===== config.mk =====
export PLATFORM = sky130hd
export DESIGN_NAME = hilo_muldiv_ctrl
export DESIGN_NICKNAME = d
export VERILOG_FILES = /design/src/rtl/hilo_muldiv_ctrl.sv
export SDC_FILE = /design/constraint.sdc
export NUM_CORES = 2
export LEC_CHECK = 0
export ABC_AREA = 1
export CORE_ASPECT_RATIO = 0.75
export CORE_UTILIZATION = 45
export DETAILED_ROUTE_END_ITERATION = 8
export GPL_TIMING_DRIVEN = 0
export PLACE_DENSITY = 0.66
export SLEW_MARGIN = 20
export SYNTH_ARGS = -nofsm -noshare
export SYNTH_HDL_FRONTEND = slang
export SYNTH_SLANG_ARGS = --single-unit

===== constraint.sdc =====
create_clock -name clk -period 18.6 [get_ports clk]
set_input_delay 1.86 -clock clk [delete_from_list [all_inputs] [get_ports clk]]
set_output_delay 1.86 -clock clk [all_outputs]
set_load 0.005 [all_outputs]

===== src/rtl/hilo_muldiv_ctrl.sv =====
`default_nettype none
// ============================================================================
//  Module      : hilo_muldiv_ctrl
//  Description : Multi-cycle MULT/MULTU/DIV/DIVU sequencer for the HI/LO pair.
//                Fixed-latency multiply, one-bit-per-cycle restoring divide,
//                one-cycle {HI,LO} write strobe on completion.
//  Revision    : 1.0 - initial release
// ============================================================================
module hilo_muldiv_ctrl #(
  parameter int WIDTH      = 32,
  parameter int MUL_CYCLES = 3
) (
  input  logic               clk,
  input  logic               rst,
  input  logic               start,
  input  logic [1:0]         op,
  input  logic [WIDTH-1:0]   src_a,
  input  logic [WIDTH-1:0]   src_b,
  input  logic               flush,
  output logic               stall_req,
  output logic               busy,
  output logic               hl_write_enable,
  output logic [2*WIDTH-1:0] hl_data
);

  localparam int c_cnt_max = (WIDTH > MUL_CYCLES) ? WIDTH : MUL_CYCLES;
  localparam int c_cnt_w   = $clog2(c_cnt_max + 1);

  localparam logic [c_cnt_w-1:0] c_mul_last = c_cnt_w'(MUL_CYCLES - 1);
  localparam logic [c_cnt_w-1:0] c_div_last = c_cnt_w'(WIDTH - 1);

  localparam logic [2:0] c_st_idle = 3'd0;
  localparam logic [2:0] c_st_mul  = 3'd1;
  localparam logic [2:0] c_st_div  = 3'd2;
  localparam logic [2:0] c_st_sign = 3'd3;
  localparam logic [2:0] c_st_done = 3'd4;

  logic [2:0]         r_state;
  logic [2:0]         w_state_next;
  logic [c_cnt_w-1:0] r_cnt;
  logic [WIDTH-1:0]   r_a;      // multiplicand magnitude
  logic [WIDTH-1:0]   r_b;      // multiplier / divisor magnitude
  logic [WIDTH-1:0]   r_rem;    // partial remainder
  logic [WIDTH-1:0]   r_quo;    // dividend bits shifting out, quotient bits shifting in
  logic               r_q_neg;
  logic               r_r_neg;
  logic [2*WIDTH-1:0] r_hl;

  // Operand conditioning at issue: signed ops work on magnitudes
  logic               w_accept;
  logic               w_signed;
  logic               w_a_neg;
  logic               w_b_neg;
  logic [WIDTH-1:0]   w_a_mag;
  logic [WIDTH-1:0]   w_b_mag;

  assign w_accept = (r_state == c_st_idle) && start && !flush;
  assign w_signed = !op[0];
  assign w_a_neg  = w_signed && src_a[WIDTH-1];
  assign w_b_neg  = w_signed && src_b[WIDTH-1];
  assign w_a_mag  = w_a_neg ? (~src_a + 1'b1) : src_a;
  assign w_b_mag  = w_b_neg ? (~src_b + 1'b1) : src_b;

  // Product of magnitudes, negated when the operand signs differ
  logic [2*WIDTH-1:0] w_prod_mag;
  logic [2*WIDTH-1:0] w_mul_result;

  assign w_prod_mag   = {{WIDTH{1'b0}}, r_a} * {{WIDTH{1'b0}}, r_b};
  assign w_mul_result = r_q_neg ? (~w_prod_mag + 1'b1) : w_prod_mag;

  // One restoring-division step: bring in next dividend bit, trial-subtract
  logic [WIDTH:0]     w_shift;
  logic [WIDTH:0]     w_diff;
  logic [WIDTH-1:0]   w_rem_next;
  logic [WIDTH-1:0]   w_quo_next;

  assign w_shift    = {r_rem, r_quo[WIDTH-1]};
  assign w_diff     = w_shift - {1'b0, r_b};
  assign w_rem_next = w_diff[WIDTH] ? w_shift[WIDTH-1:0] : w_diff[WIDTH-1:0];
  assign w_quo_next = {r_quo[WIDTH-2:0], !w_diff[WIDTH]};

  // Sign correction; a zero divisor passes the raw unsigned result through
  logic               w_div_zero;
  logic [WIDTH-1:0]   w_quo_fix;
  logic [WIDTH-1:0]   w_rem_fix;

  assign w_div_zero = (r_b == '0);
  assign w_quo_fix  = (r_q_neg && !w_div_zero) ? (~r_quo + 1'b1) : r_quo;
  assign w_rem_fix  = (r_r_neg && !w_div_zero) ? (~r_rem + 1'b1) : r_rem;

  // State register
  always_ff @(posedge clk or posedge rst) begin
    if (rst) r_state <= c_st_idle;
    else     r_state <= w_state_next;
  end

  // Next-state logic; flush aborts any state that has not yet committed
  always_comb begin
    w_state_next = r_state;
    case (r_state)
      c_st_idle: if (w_accept) w_state_next = op[1] ? c_st_div : c_st_mul;
      c_st_mul: begin
        if (flush)                    w_state_next = c_st_idle;
        else if (r_cnt == c_mul_last) w_state_next = c_st_done;
      end
      c_st_div: begin
        if (flush)                    w_state_next = c_st_idle;
        else if (r_cnt == c_div_last) w_state_next = c_st_sign;
      end
      c_st_sign: w_state_next = flush ? c_st_idle : c_st_done;
      c_st_done: w_state_next = c_st_idle;
      default:   w_state_next = c_st_idle;
    endcase
  end

  // Output decode; the stall drops in DONE so EX can move on
  always_comb begin
    stall_req       = w_accept || (r_state == c_st_mul) ||
                      (r_state == c_st_div) || (r_state == c_st_sign);
    busy            = (r_state != c_st_idle);
    hl_write_enable = (r_state == c_st_done);
  end

  assign hl_data = r_hl;

  // Datapath: operand capture, iteration and result registration
  always_ff @(posedge clk or posedge rst) begin
    if (rst) begin
      r_cnt   <= '0;
      r_a     <= '0;
      r_b     <= '0;
      r_rem   <= '0;
      r_quo   <= '0;
      r_q_neg <= 1'b0;
      r_r_neg <= 1'b0;
      r_hl    <= '0;
    end else begin
      case (r_state)
        c_st_idle: begin
          if (w_accept) begin
            r_cnt   <= '0;
            r_a     <= w_a_mag;
            r_b     <= w_b_mag;
            r_rem   <= '0;
            r_quo   <= w_a_mag;
            r_q_neg <= w_a_neg ^ w_b_neg;
            r_r_neg <= w_a_neg;
          end
        end
        c_st_mul: begin
          r_cnt <= r_cnt + 1'b1;
          if ((r_cnt == c_mul_last) && !flush) r_hl <= w_mul_result;
        end
        c_st_div: begin
          r_cnt <= r_cnt + 1'b1;
          r_rem <= w_rem_next;
          r_quo <= w_quo_next;
        end
        c_st_sign: begin
          if (!flush) r_hl <= {w_rem_fix, w_quo_fix};
        end
        default: ;
      endcase
    end
  end

endmodule
`default_nettype wire


==> reports/qor.yml <==
run_status:
  status: "finished, final reports clean"
cts:
  postCtsSetupBuffers: 0
  cts_root_buffer: "clkbuf_16"
  cts_hold_buf: 0
  tritoncts: "yes"
  clockBufferDepth: 3
  clkSlewWorstSetupHoldPaths_ps: 70
  htree_levels: 1
  insertion_delay_ps: 590
  cts_resized: 0
  clock-sinks: 203
  cts_inserted_buffers: 23
die:
  die_y_um: 296.6
  start_util: 0.4559
  dieWidth_um: 394.8
  rows: 107
  die-area_mm2: 0.1171
  io_pins: 137
  core_mm2: 0.1142
global_routing:
  grt-ovfl-total: 0
  antenna_found_initial: 9
  grt_pass1_vias: 47950
  grt_max_degree: 96
  grt_pass1_wl_mm: 339.0
  grtUsageTotal: 0.4098
layout:
  multi_input_area_mm2: 0.03807
  regArea_mm2: 0.005080
  nets: 8882
  design_area_mm2: 0.05623
  final_cell_mix: "nand2_1 (2143), inv_1 (1986), fa_1 (897), nor2_1 (375), nand3_1 (306)"
  finalNonFillerCells: 9161
  drive_above_1_share: 0.02989
  fill_cells: 11750
  syn2layout_area_growth_pct: 7.997
  mostFrequentLayoutCell: "nand2_1"
  final_core_util: 0.4924
worst_setup_path:
  reg2reg_slack_ps: 7990
  r2r_end: "hl_data[45]$_DFFE_PP0P_"
  reg2regPathDepth: 33
  cp_slowest_cell: "clkbuf_1"
  critical_path_class: "register to register"
  endpoint_kind: "register"
  cp.required_ps: 19030
  crit_path_max_incr_delay_ps: 1020
  setup.worst_path.start_class: "register"
  r2r-start: "r_a[19]$_DFFE_PP0P_"
  cp.arrival_ps: 11040
  cp_max_fo: 10
timing:
  max_freq_ghz: 0.09424
  slew_violations: 0
  rsz0062_at_grt: "no"
  hold_viol_final: 0
  finClkSkew_ps: 26.60
  slew_headroom: 0.1291
  min_period_over_period: 0.5705
  tightest_slew_ps: 1306
  setup_viol: 0
  post-route-min-period_ps: 10610
  setup-tns-final_ps: 0
synth:
  synth-edff-count: 0
  ys_seq_area_frac: 0.09756
  ys_types: 59
  syn_area_mm2: 0.05207
  yosysWarnings: 0
  ys_ff_latch: 203
  yosysTopAreaCellShare: 0.3449
  avgSynthCellArea_um2: 6.991
  synth.area.top_cells: "fa_1 (34%), nand2_1 (15%), inv_1 (14%)"
  syn_inst: 7448
  synth_top_flop_cell: "dfrtp_1"
  postSynth.asyncResetShare: 1.000
  synthesis.nets: 8717
  yosys.area.top_type: "fa_1"
placement:
  dp_cells: 9113
  place_area_mm2: 0.05546
  io_buffers: 136
  hpwl_mm: 200.6
  gp_congestion: 1.040
detailed_routing:
  viasPerCell: 5.423
  postRouteAntennaNets: 0
  firstDrtPassIters: 6
  drc: 0
  initialDrtViolationCount: 6201
  wirelength_mm: 238.1
  vias: 49680
  wire_per_inst_um: 25.99
job:
  drv_cap: 0
hold_path:
  min_path_type: "register to register"
  min_from: "hl_data[28]$_DFFE_PP0P_"
  min_to: "hl_data[28]$_DFFE_PP0P_"
  min_path_cells: 2
-- flip-flops by register name (all words and copies together), names as in the netlist --
register and flops:
r_a 32, r_b 32, r_cnt 6, r_quo 32, r_q_neg 1, r_r_neg 1, r_state 3, r_rem 32
hl_data 64
-- metal layers --
metal	track usage	vias up	routed length (um)
li1	-	22030	-
met1	0.5940	24480	104100
met2	0.5384	2852	88810
met3	0.1807	320	36550
met4	0.1220	9	8442
met5	0.009334	-	200
-- final cells by class --
cell class | instances | area share
buffer | 338 | 0.02470
inverter | 2019 | 0.1351
sequential | 203 | 0.09034
clock inverter | 9 | 0.001291
clock buffer | 32 | 0.01173
multi-input combinational | 4888 | 0.6769
antenna | 6 | 0.0002670
tap | 1526 | 0.03395
timing repair buffer | 140 | 0.02565
-- synth_stat cells, drive strengths merged (4+ instances only) --
| cell type | number |
|---|---|
| buf | 28 |
| nand3 | 321 |
| a21oi | 204 |
| fa | 897 |
| o21bai | 7 |
| nor4 | 15 |
| o221ai | 31 |
| a31oi | 44 |
| or2 | 13 |
| o31ai | 4 |
| o211ai | 10 |
| nand4 | 52 |
| dfrtp | 203 |
| nor3 | 56 |
| clkinv | 7 |
| o21ai | 246 |
| clkbuf | 307 |
| inv | 2011 |
| nor2 | 401 |
| nand2 | 2178 |
| xnor2 | 22 |
| ha | 302 |
| nand3b | 16 |
| xor2 | 43 |
-- worst max path at each step --
stage,slack (ps),from,to,cells past startpoint
after floorplan,11200,rst,hl_data[0]$_DFFE_PP0P_,1
after global placement,8000,rst,hl_data[53]$_DFFE_PP0P_,2
after detailed placement,8430,r_a[17]$_DFFE_PP0P_,hl_data[45]$_DFFE_PP0P_,31
after CTS,8370,r_a[17]$_DFFE_PP0P_,hl_data[45]$_DFFE_PP0P_,31
after global routing,7880,r_a[22]$_DFFE_PP0P_,hl_data[45]$_DFFE_PP0P_,33
final,7990,r_a[19]$_DFFE_PP0P_,hl_data[45]$_DFFE_PP0P_,33
-- stage by stage --
stage	setup slack, ps	hold slack (ps)
2_1_floorplan	11200	472.6
3_3_place_gp	8001	467.6
3_5_place_dp	8429	474.6
4_1_cts	8369	491.3
5_1_grt	7884	518.8
6_report	7989	485.5
-- worst max-delay path: cells and delay by family (launching register included) --
family,cells,cell delay (ps)
flip-flops,1,340
AND/OR/NAND/NOR,12,2110
adder cells (fa/ha/maj),9,4340
AO/OA/AOI/OAI,5,1440
buffers and inverters,7,2200
-- kinds of logic after synthesis --
logic type	after synthesis	share of synthesized area
AND/OR/NAND/NOR	3056	0.2421
buffers and inverters	2357	0.1714
adder cells (fa/ha/maj)	1199	0.4174
AO/OA/AOI/OAI	568	0.06051
flip-flops	203	0.09756
XOR/XNOR	65	0.01093
Power is not shown: default switching activity piles up to over one toggle a cycle in this logic, so the estimate is an artifact.
